## config.mk

```make
export PLATFORM = sky130hd
export DESIGN_NAME = d_cache_2way
export DESIGN_NICKNAME = d
export VERILOG_FILES = /design/src/rtl/d_cache_pkg.sv /design/src/rtl/d_cache_way.sv /design/src/rtl/d_cache_2way.sv
export SDC_FILE = /design/constraint.sdc
export NUM_CORES = 2
export LEC_CHECK = 0
export BUFFER_PORTS_ARGS = -buffer_cell sky130_fd_sc_hd__buf_2
export CAP_MARGIN = 20
export CORE_ASPECT_RATIO = 1.5
export CORE_MARGIN = 1.5
export CORE_UTILIZATION = 53
export CTS_BUF_LIST = sky130_fd_sc_hd__clkbuf_16
export CTS_CLUSTER_SIZE = 8
export DETAILED_ROUTE_END_ITERATION = 10
export GPL_TIMING_DRIVEN = 0
export PLACE_DENSITY_LB_ADDON = 0.1
export SKIP_LAST_GASP = 1
export SYNTH_ARGS = -nofsm -noshare
export SYNTH_HDL_FRONTEND = slang
export SYNTH_SLANG_ARGS = --single-unit
```

## constraint.sdc

```tcl
create_clock -name clk -period 42.2 [get_ports clk]
set_input_delay 6.33 -clock clk [delete_from_list [all_inputs] [get_ports clk]]
set_output_delay 6.33 -clock clk [all_outputs]
set_load 0.03 [all_outputs]
```

## src/rtl/d_cache_pkg.sv

```systemverilog
// Shared definitions for the 2-way set-associative data cache.
package d_cache_pkg;

  typedef enum logic [2:0] {
    S_COMP,
    S_WB,
    S_GAP,
    S_ALLOC,
    S_REFILL
  } state_e;

  // Per-line metadata layout: {dirty, valid}
  localparam int unsigned META_W     = 2;
  localparam int unsigned META_VALID = 0;
  localparam int unsigned META_DIRTY = 1;

  // Upper bounds for the generic line/word helpers below
  localparam int unsigned LINE_MAX_W = 2048;
  localparam int unsigned WORD_MAX_W = 64;

  // Select word 'off' of a line made of word_w-bit words
  function automatic logic [WORD_MAX_W-1:0] word_sel(input logic [LINE_MAX_W-1:0] line,
                                                     input int unsigned off,
                                                     input int unsigned word_w);
    logic [LINE_MAX_W-1:0] sh;
    sh = line >> (off * word_w);
    return WORD_MAX_W'(sh);
  endfunction

  // Replace word 'off' of a line with 'word', leaving the other words intact
  function automatic logic [LINE_MAX_W-1:0] word_put(input logic [LINE_MAX_W-1:0] line,
                                                     input int unsigned off,
                                                     input int unsigned word_w,
                                                     input logic [WORD_MAX_W-1:0] word);
    logic [LINE_MAX_W-1:0] mask;
    mask = ((LINE_MAX_W'(1) << word_w) - LINE_MAX_W'(1)) << (off * word_w);
    return (line & ~mask) | ((LINE_MAX_W'(word) << (off * word_w)) & mask);
  endfunction

endpackage

```

## src/rtl/d_cache_way.sv

```systemverilog
// One cache way: per-set valid/dirty metadata, tag and line data.
module d_cache_way
  import d_cache_pkg::*;
#(
  parameter int unsigned SETS       = 4,
  parameter int unsigned TAG_W      = 26,
  parameter int unsigned WORD_W     = 32,
  parameter int unsigned LINE_WORDS = 4
) (
  input  logic                                clk,
  input  logic                                rst_i,
  input  logic [$clog2(SETS)-1:0]             set_i,
  input  logic [TAG_W-1:0]                    tag_i,
  output logic                                valid_o,
  output logic                                dirty_o,
  output logic [TAG_W-1:0]                    tag_o,
  output logic [LINE_WORDS*WORD_W-1:0]        line_o,
  output logic                                hit_o,
  input  logic                                wr_en_i,
  input  logic [$clog2(LINE_WORDS)-1:0]       wr_off_i,
  input  logic [WORD_W-1:0]                   wr_data_i,
  input  logic                                fill_en_i,
  input  logic [TAG_W-1:0]                    fill_tag_i,
  input  logic [LINE_WORDS*WORD_W-1:0]        fill_line_i
);

  localparam int unsigned LINE_W = LINE_WORDS * WORD_W;

  logic [META_W-1:0] meta_q [SETS];
  logic [TAG_W-1:0]  tag_q  [SETS];
  logic [LINE_W-1:0] data_q [SETS];

  // Combinational read of the addressed set and tag compare
  always_comb begin
    valid_o = meta_q[set_i][META_VALID];
    dirty_o = meta_q[set_i][META_DIRTY];
    tag_o   = tag_q[set_i];
    line_o  = data_q[set_i];
    hit_o   = meta_q[set_i][META_VALID] && (tag_q[set_i] == tag_i);
  end

  // Metadata: reset clears all lines; fill makes a clean valid line; store dirties it
  always_ff @(posedge clk) begin
    if (rst_i) begin
      for (int s = 0; s < int'(SETS); s++) begin
        meta_q[s] <= '0;
      end
    end else if (fill_en_i) begin
      meta_q[set_i][META_VALID] <= 1'b1;
      meta_q[set_i][META_DIRTY] <= 1'b0;
    end else if (wr_en_i) begin
      meta_q[set_i][META_DIRTY] <= 1'b1;
    end
  end

  // Tag and data storage: line fill or single-word store merge
  always_ff @(posedge clk) begin
    if (fill_en_i) begin
      tag_q[set_i]  <= fill_tag_i;
      data_q[set_i] <= fill_line_i;
    end else if (wr_en_i) begin
      data_q[set_i] <= LINE_W'(word_put(LINE_MAX_W'(data_q[set_i]), 32'(wr_off_i),
                                        WORD_W, WORD_MAX_W'(wr_data_i)));
    end
  end

endmodule

```

## src/rtl/d_cache_2way.sv

```systemverilog
// 2-way set-associative write-back, write-allocate data cache with LRU and counters.
module d_cache_2way
  import d_cache_pkg::*;
#(
  parameter int unsigned ADDR_W     = 30,
  parameter int unsigned WORD_W     = 32,
  parameter int unsigned LINE_WORDS = 4,
  parameter int unsigned SETS       = 4
) (
  input  logic                                  clk,
  input  logic                                  proc_reset,
  input  logic                                  proc_read,
  input  logic                                  proc_write,
  input  logic [ADDR_W-1:0]                     proc_addr,
  input  logic [WORD_W-1:0]                     proc_wdata,
  output logic [WORD_W-1:0]                     proc_rdata,
  output logic                                  proc_stall,
  output logic                                  mem_read,
  output logic                                  mem_write,
  output logic [ADDR_W-$clog2(LINE_WORDS)-1:0]  mem_addr,
  output logic [LINE_WORDS*WORD_W-1:0]          mem_wdata,
  input  logic [LINE_WORDS*WORD_W-1:0]          mem_rdata,
  input  logic                                  mem_ready,
  output logic [31:0]                           hit_cnt,
  output logic [31:0]                           miss_cnt
);

  localparam int unsigned OFF_W  = $clog2(LINE_WORDS);
  localparam int unsigned IDX_W  = $clog2(SETS);
  localparam int unsigned TAG_W  = ADDR_W - IDX_W - OFF_W;
  localparam int unsigned LINE_W = LINE_WORDS * WORD_W;
  localparam int unsigned LADR_W = ADDR_W - OFF_W;

  state_e              state_q;
  logic [SETS-1:0]     lru_q;
  logic                victim_q;
  logic [LINE_W-1:0]   fill_q;
  logic                mem_read_q;
  logic                mem_write_q;
  logic [LADR_W-1:0]   mem_addr_q;
  logic [LINE_W-1:0]   mem_wdata_q;
  logic [31:0]         hit_cnt_q;
  logic [31:0]         miss_cnt_q;

  logic [TAG_W-1:0]    req_tag;
  logic [IDX_W-1:0]    req_set;
  logic [OFF_W-1:0]    req_off;
  logic                req;

  logic [1:0]          way_hit;
  logic [1:0]          way_valid;
  logic [1:0]          way_dirty;
  logic [TAG_W-1:0]    way_tag  [2];
  logic [LINE_W-1:0]   way_line [2];

  logic                hit_c;
  logic                hit_way_c;
  logic                victim_c;
  logic                victim_dirty_c;

  assign req_tag = proc_addr[ADDR_W-1 -: TAG_W];
  assign req_set = proc_addr[OFF_W +: IDX_W];
  assign req_off = proc_addr[OFF_W-1:0];
  assign req     = proc_read | proc_write;

  for (genvar w = 0; w < 2; w++) begin : g_way
    d_cache_way #(
      .SETS       (SETS),
      .TAG_W      (TAG_W),
      .WORD_W     (WORD_W),
      .LINE_WORDS (LINE_WORDS)
    ) u_way (
      .clk         (clk),
      .rst_i       (proc_reset),
      .set_i       (req_set),
      .tag_i       (req_tag),
      .valid_o     (way_valid[w]),
      .dirty_o     (way_dirty[w]),
      .tag_o       (way_tag[w]),
      .line_o      (way_line[w]),
      .hit_o       (way_hit[w]),
      .wr_en_i     (!proc_reset && hit_c && proc_write && way_hit[w]),
      .wr_off_i    (req_off),
      .wr_data_i   (proc_wdata),
      .fill_en_i   (!proc_reset && (state_q == S_REFILL) && (victim_q == 1'(w))),
      .fill_tag_i  (req_tag),
      .fill_line_i (fill_q)
    );
  end

  // Hit detection, load data and victim choice for the addressed set
  always_comb begin
    hit_c          = req && (state_q == S_COMP) && (way_hit != 2'b00);
    hit_way_c      = way_hit[1];
    proc_rdata     = WORD_W'(word_sel(LINE_MAX_W'(way_line[hit_way_c]), 32'(req_off), WORD_W));
    if (!way_valid[0]) begin
      victim_c = 1'b0;
    end else if (!way_valid[1]) begin
      victim_c = 1'b1;
    end else begin
      victim_c = lru_q[req_set];
    end
    victim_dirty_c = way_valid[victim_c] && way_dirty[victim_c];
  end

  // Reset forces the processor and memory handshakes quiet immediately
  assign proc_stall = !proc_reset && req && !hit_c;
  assign mem_read   = !proc_reset && mem_read_q;
  assign mem_write  = !proc_reset && mem_write_q;
  assign mem_addr   = mem_addr_q;
  assign mem_wdata  = mem_wdata_q;
  assign hit_cnt    = hit_cnt_q;
  assign miss_cnt   = miss_cnt_q;

  // Controller: miss handling FSM, LRU update, memory request registers and counters
  always_ff @(posedge clk) begin
    if (proc_reset) begin
      state_q     <= S_COMP;
      lru_q       <= '0;
      victim_q    <= 1'b0;
      mem_read_q  <= 1'b0;
      mem_write_q <= 1'b0;
      hit_cnt_q   <= '0;
      miss_cnt_q  <= '0;
    end else begin
      unique case (state_q)
        S_COMP: begin
          if (hit_c) begin
            lru_q[req_set] <= ~hit_way_c;
            if (hit_cnt_q != '1) hit_cnt_q <= hit_cnt_q + 32'd1;
          end else if (req) begin
            victim_q <= victim_c;
            if (miss_cnt_q != '1) miss_cnt_q <= miss_cnt_q + 32'd1;
            if (victim_dirty_c) begin
              state_q     <= S_WB;
              mem_write_q <= 1'b1;
              mem_addr_q  <= {way_tag[victim_c], req_set};
              mem_wdata_q <= way_line[victim_c];
            end else begin
              state_q    <= S_ALLOC;
              mem_read_q <= 1'b1;
              mem_addr_q <= proc_addr[ADDR_W-1:OFF_W];
            end
          end
        end
        S_WB: begin
          if (mem_ready) begin
            state_q     <= S_GAP;
            mem_write_q <= 1'b0;
          end
        end
        S_GAP: begin
          state_q    <= S_ALLOC;
          mem_read_q <= 1'b1;
          mem_addr_q <= proc_addr[ADDR_W-1:OFF_W];
        end
        S_ALLOC: begin
          if (mem_ready) begin
            state_q    <= S_REFILL;
            mem_read_q <= 1'b0;
            fill_q     <= mem_rdata;
          end
        end
        S_REFILL: begin
          state_q        <= S_COMP;
          lru_q[req_set] <= ~victim_q;
        end
        default: begin
          state_q     <= S_COMP;
          mem_read_q  <= 1'b0;
          mem_write_q <= 1'b0;
        end
      endcase
    end
  end

endmodule

```

# Yosys cells after proc, flatten, opt, wreduce, memory -nomap -nowiden
# Memory sizes are Yosys's and may differ from the RTL's.
# Cells that the tools add are included.
[word_totals]
out_inout_bits = 255
inputBits = 195
mem_count = 6
word_cells = 169
register_bits = 358
mem_bits_rw = 1248
[mem_list]
columns = ["memory", "depth", "width", "read_ports", "rd_ports_with_merged_regs", "write_ports", "line", "rtl"]
rows = [
  ["g_way[0].u_way.data_q", 4, 128, 1, 0, 1, "d_cache_way.sv:31", "logic [LINE_W-1:0] data_q [SETS];"],
  ["g_way[1].u_way.data_q", 4, 128, 1, 0, 1, "d_cache_way.sv:31", ""],
  ["g_way[0].u_way.tag_q", 4, 26, 1, 0, 1, "d_cache_way.sv:30", "logic [TAG_W-1:0] tag_q [SETS];"],
  ["g_way[1].u_way.tag_q", 4, 26, 1, 0, 1, "d_cache_way.sv:30", ""],
  ["g_way[0].u_way.meta_q", 4, 2, 1, 0, 4, "d_cache_way.sv:29", "logic [META_W-1:0] meta_q [SETS];"],
  ["g_way[1].u_way.meta_q", 4, 2, 1, 0, 4, "d_cache_way.sv:29", ""],
]
[op_classes]
bitwise = 19
add_sub_neg = 2
n_eq_ne = 15
n_mux = 72
magnitude_cmp = 5
shifts = 3
reduce_logical = 37
[op_table]
columns = ["cell", "n"]
rows = [
  ["$mux W128", 8],
  ["$and A128 B128 Y128", 3],
  ["$or A128 B128 Y128", 2],
  ["$not A128 Y128", 1],
  ["$shl A32 B7 Y128", 1],
  ["$shl A32 B7 Y128 const A", 1],
  ["$shr A128 B7 Y32", 1],
  ["$mux W28", 3],
  ["$mux W26", 3],
  ["$add A32 B1 Y32 const B", 2],
  ["$ne A32 B32 Y1 const B", 2],
  ["$pmux W28 S2", 1],
  ["$eq A26 B26 Y1", 2],
  ["$mux W1", 37],
  ["$logic_and A1 B1 Y1", 17],
  ["$reduce_and A5 Y1", 3],
  ["$mux W2", 7],
  ["$ne A2 B2 Y1 const B", 7],
  ["$mux W3", 4],
  ["$pmux W3 S4", 1],
  ["$reduce_and A4 Y1", 3],
  ["$reduce_and A3 Y1", 3],
  ["$bwmux W4", 2],
  ["$pmux W4 S2", 1],
  ["21 further kinds", 38],
]

# Depth between registers and ports, before layout
# An unclocked memory read counts as a cell.
[depth]
ltp_word = 15
depth_mapped = 16
ltp_nobuf = 8

# Hierarchy
# From an unflattened synthesis, not the netlist that was laid out.
[unflattened]
cells_unflattened = 3835
area_unflattened_um2 = 67826.3
[by_module_without_submodules]
columns = ["mod", "cells_each", "seq_area_each_um2", "n_inst", "area_per_inst_um2"]
rows = [
  ["d_cache_way at g_way[0].u_way", 1358, 18738.0, 1, 25803.5],
  ["d_cache_way at g_way[1].u_way", 1357, 18738.0, 1, 25664.6],
  ["d_cache_2way", 1120, 10009.6, 1, 16358.2],
]

# Worst setup path after synthesis
# OpenSTA, ideal clock, no wires.
[synth_timing]
kind = "input -> register"
start = "input port proc_addr[2]"
end = "register mem_wdata_q[0] (netlist: mem_wdata[0]) (enable)"
n_path_buf = 5
path_slack_ps = 24640
t_required_ps = 41427
arrival_time_ps = 16787
stages = 9
setup_time_ps = 773
path_cell_list = "buf_6 > buf_6 > buf_2 > buf_2 > buf_2 > mux4_2 > mux2_2 > nand3_1 > nor3_1"
[synth_between]
elab_chain_cells = 8
elab_cells_between_ends = 21
cone_classes = "eq/ne: 2; mux: 8; bitwise: 1; reduce/logical: 6; memory: 4"
[synth_rtl]
columns = ["item", "line", "rtl"]
rows = [
  ["start, declared", "d_cache_2way.sv:14", "input logic [ADDR_W-1:0] proc_addr,"],
  ["parallel branches: the longest is 7 deep, another holds $mem_v2 Z4 W26", "n/a", ""],
  ["$reduce_and A5 Y1 (no line) *", "n/a", ""],
  ["end signal, assigned", "d_cache_2way.sv:138", "mem_wdata_q <= way_line[victim_c];"],
  ["end, declared", "d_cache_2way.sv:41", "logic [LINE_W-1:0] mem_wdata_q;"],
]
# Every way passes the cells marked *. The select of a mux whose other input is x is not followed.
# A chain may end at the register's enable or synchronous reset.

# Worst setup path in the final report
[layout_timing]
start = "input port proc_addr[2]"
end = "output port proc_rdata[27]"
[layout_between]
elab_chain_cells = 8
elab_cells_between_ends = 11
cone_classes = "eq/ne: 1; shift: 1; mux: 3; bitwise: 1; reduce/logical: 1; memory: 4"
[layout_rtl]
columns = ["item", "line", "rtl"]
rows = [
  ["$mem_v2 Z4 W26", "n/a", ""],
  ["$eq A26 B26 Y1", "d_cache_way.sv:39", "hit_o = meta_q[set_i][META_VALID] && (tag_q[set_i] == tag_i);"],
  ["$logic_and A1 B1 Y1", "d_cache_way.sv:39", ""],
  ["$not A1 Y2 (implied by the code)", "d_cache_2way.sv:95", "proc_rdata = WORD_W'(word_sel(LINE_MAX_W'(way_line[hit_way_c]), 32'(req_off), WORD_W));"],
  ["$mux W128 (implied by the code) * (3 in a row)", "d_cache_2way.sv:95", ""],
  ["$shr A128 B7 Y32 *", "d_cache_pkg.sv:26", "sh = line >> (off * word_w);"],
  ["end, declared", "d_cache_2way.sv:16", "output logic [WORD_W-1:0] proc_rdata,"],
]
# Every way passes the cells marked *; elsewhere a longest branch is shown, timed or not. The select of a mux whose other input is x is not followed.

==> run_results.csv <==
group,metric,value,unit
timing,rsz0062_at_grt,"no",
grt,grt_max_degree,25,
synth,syn-num-nets,4560,
worst_hold_path,min_from,"lru_q[0]",
placement,dp_hpwl,176400,microns
cts,postCtsHoldBufs,0,
placement,globalplace.congestion,0.9824,
floorplanning,io_pins,450,
drt,vias,45970,
grt,grt_pass1_vias,43310,
drt,drt-initial-drc-count,6064,
flow_run,maxCapViolCount,1,
synth,avgSynthCellArea,15.49,sq um
setup_path,regToRegEndpoint,"g_way[0].u_way.data_q[1][52]",
cts,cts_tree,"built",
drt,dr.pass1.iters,7,
setup_path,worst-path-buf-inv,6,
cts,postCtsSetupRepairBufs,0,
placement,portBuffers,449,
cts,htreeDepth,4,
floorplanning,die_h,440.3,microns
drt,drc,0,
synth,synth_edf_count,1532,
synth,netlist_instances,4363,
worst_hold_path,worstHoldPathCells,2,
setup_path,start_kind,"primary input",
cts,clock-sinks,1606,
synth,ys_seq_elements,1606,
floorplanning,fp.coreArea,0.1267,sq mm
timing,slew_headroom,-11.08,%
drt,via_per_inst,6.619,
timing,period_minus_slack,18630,ps
timing,worst-slew-pin-transition,1666,ps
grt,grt_overflow_total,0,
cts,clk_pin_slew_worst_paths,50,ps
synth,syn_area,0.06758,sq mm
grt,grt_pass1_wl,333000,microns
setup_path,end_kind,"output port",
setup_path,slowest_stage,"a21oi_1",
placement,dpl_cell_area,0.07379,sq mm
setup_path,path_delay_family,"buffers and inverters",
pwr,p_per_area,44.28,mW/mm^2
synth,ys_async_sr_fraction,0,%
timing,fmax,53.69,MHz
final_layout,synthToLayoutAreaGrowth,18.21,%
final_layout,fillCellCount,9399,
timing,hold_ws,460.3,ps
timing,report.final.setup_viol,0,
setup_path,crit_chain,"buf_2 > buf_6 > buf_2 > mux4_2 > xnor2_1 > nand4_1 > nor3_1 > and3_1 > clkbuf_1 > clkbuf_1 > nand2_1 > a21oi_1 > or4_1 > buf_2",
pwr,leakage,27.45,nW
run_status,outcome,"finished with violations",
drt,wl,243100,microns
pwr,power.total,3.537,mW
grt,grt_usage,37.67,%
setup_path,reg2reg_from,"g_way[0].u_way.tag_q[2][20]",
worst_hold_path,hp-class,"reg2reg",
cts,clockRootBuffer,"clkbuf_16",
timing,finalSetupTns,0,ps
grt,antenna_found_initial,40,
setup_path,required,35870,ps
setup_path,slowest_delay,1310,ps
final_layout,fin_area,0.07989,sq mm
timing,fin_ws,23570,ps
setup_path,crit_type,"in2out",
synth,ys_types,65,
pwr,vdd_drop_max,0.04956,mV
synth,yosysWarnings,0,
drt,antenna_left,0,
setup_path,cp_max_fo,10,
floorplanning,die_x,294.6,microns
cts,clk_latency,850,ps
cts,cts_buffer_depth,3,
cts,cts_buffers,218,
placement,dp_slack,23620,ps
synth,yosysSeqAreaShare,70.27,%
placement,dpl.cell_count,6614,
final_layout,drive_gt1_share,25.86,%
synth,synth-main-ff-cell,"edfxtp_1",
timing,final_max_slew_viol_count,6,
final_layout,fin_util,63.04,%
timing,finalCritPeriodShare,44.14,%
run_status,violations,"capacitance limit, slew limit",
timing,hold_violations,0,
final_layout,final_cells,6946,
setup_path,cp_common_cell,"buf_2",
final_layout,nets,5341,
setup_path,critPathArrivalTime,12300,ps
drt,wire_per_inst,35.00,microns
cts,cts_resized,0,
setup_path,r2r_slack,35420,ps
worst_hold_path,min_to,"lru_q[0]",
timing,skew,32.27,ps
floorplanning,initial_utilization,53.33,%
floorplanning,design.die.area,0.1297,sq mm
setup_path,reg2reg_depth,15,
floorplanning,rows,160,
-- how the worst max path moves through the flow --
stage	startpoint	endpoint	depth (start not counted)	slack, ps
final	proc_addr[2]	proc_rdata[27]	14	23570
after global routing	proc_addr[2]	proc_rdata[27]	14	23630
after CTS	proc_addr[2]	proc_rdata[2]	14	23590
after detailed placement	proc_addr[2]	proc_rdata[2]	14	23620
after global placement	proc_addr[3]	g_way[0].u_way.data_q[2][52]	15	18050
after floorplan	proc_addr[2]	mem_wdata[0]	9	24640
-- kinds of logic after synthesis --
group | share of synthesized area, %
flops | 70.27
xor+xnor | 0.5703
buf+inv | 1.976
compound gates | 6.958
fa+ha+maj | 0.03702
simple gates | 7.137
mux | 13.05
-- layout by cell type (no fill, tap or decap), types with 34 or more instances in the layout --
cell type / Yosys / final
and2_1: 103 / 103
or4_1: 60 / 60
and3_1: 41 / 41
mux4_2: 298 / 298
clkbuf_1: 212 / 211
edfxtp_1: 1532 / 1532
nor2_1: 84 / 68
a21oi_1: 464 / 462
clkbuf_16: 0 / 221
nand3_1: 39 / 39
o31ai_1: 34 / 34
mux2_2: 143 / 143
diode_2: 0 / 74
o21ai_0: 298 / 298
buf_12: 0 / 48
inv_1: 25 / 38
xnor2_1: 40 / 40
dfxtp_1: 74 / 74
mux2i_1: 50 / 50
buf_2: 47 / 499
nand2_1: 592 / 592
-- layout make-up --
cell class,count,area (sq um),area share (%)
inverters,25,93.84,0.1175
clock buffers,221,5530,6.923
clock inverters,26,237.7,0.2976
well taps,1701,2128,2.664
multi-input cells,2443,18900,23.66
diodes,74,185.2,0.2318
plain buffers,289,1244,1.557
repair buffers,561,4079,5.106
flip-flops and latches,1606,47490,59.44
-- cell usage after synthesis (all sizes together), types with 24 or more instances --
master	number	area, sq um
mux4	298	6711
and3	41	256.5
edfxtp	1532	46000
and2	103	644.4
inv	25	93.84
o31ai	34	255.2
nand3	39	195.2
or4	60	450.4
mux2	143	1610
clkbuf	212	795.8
nand2	592	2222
mux2i	50	500.5
nor2	84	315.3
o21ai	298	1491
a21oi	464	2322
xnor2	40	350.3
nand4	24	150.1
dfxtp	74	1481
buf	77	445.4
-- metal layers --
metal / wire [microns] / track usage (%) / vias to the layer above
li1: - / - / 18610
met1: 80020 / 44.83 / 23030
met2: 115400 / 59.70 / 3475
met3: 26570 / 9.148 / 850
met4: 21060 / 28.16 / 10
met5: 69 / 0 / -
-- power breakdown --
group | switching [mW] | internal, mW | leakage (nW)
combinational | 0.160 | 0.0781 | 10.2
clock | 0.639 | 0.913 | 2.87
sequential | 0.00352 | 1.74 | 14.4
total | 0.802 | 2.73 | 27.5
-- registers in the layout, indices dropped and copies added, names as in the netlist --
register and count:
state_q 3, fill_q 128, victim_q 1, g_way.u_way.meta_q 16, hit_cnt 32, g_way.u_way.data_q 1024, mem_wdata 128, mem_addr 28
mem_read_q 1, g_way.u_way.tag_q 208, lru_q 4, miss_cnt 32, mem_write_q 1
-- worst reg2reg max path, cell delays in order, from the launching register on --
cell	delay [ps]
edfxtp_1	360
mux2i_1	510
o22a_1	260
nand3_1	210
a222oi_1	960
nand4_1	800
or2_1	450
clkbuf_1	170
clkbuf_1	460
and2_1	320
clkbuf_1	300
nor2_4	700
buf_16	260
buf_12	210
buf_12	220
buf_12	230
Power figures use the tool's default switching activity.
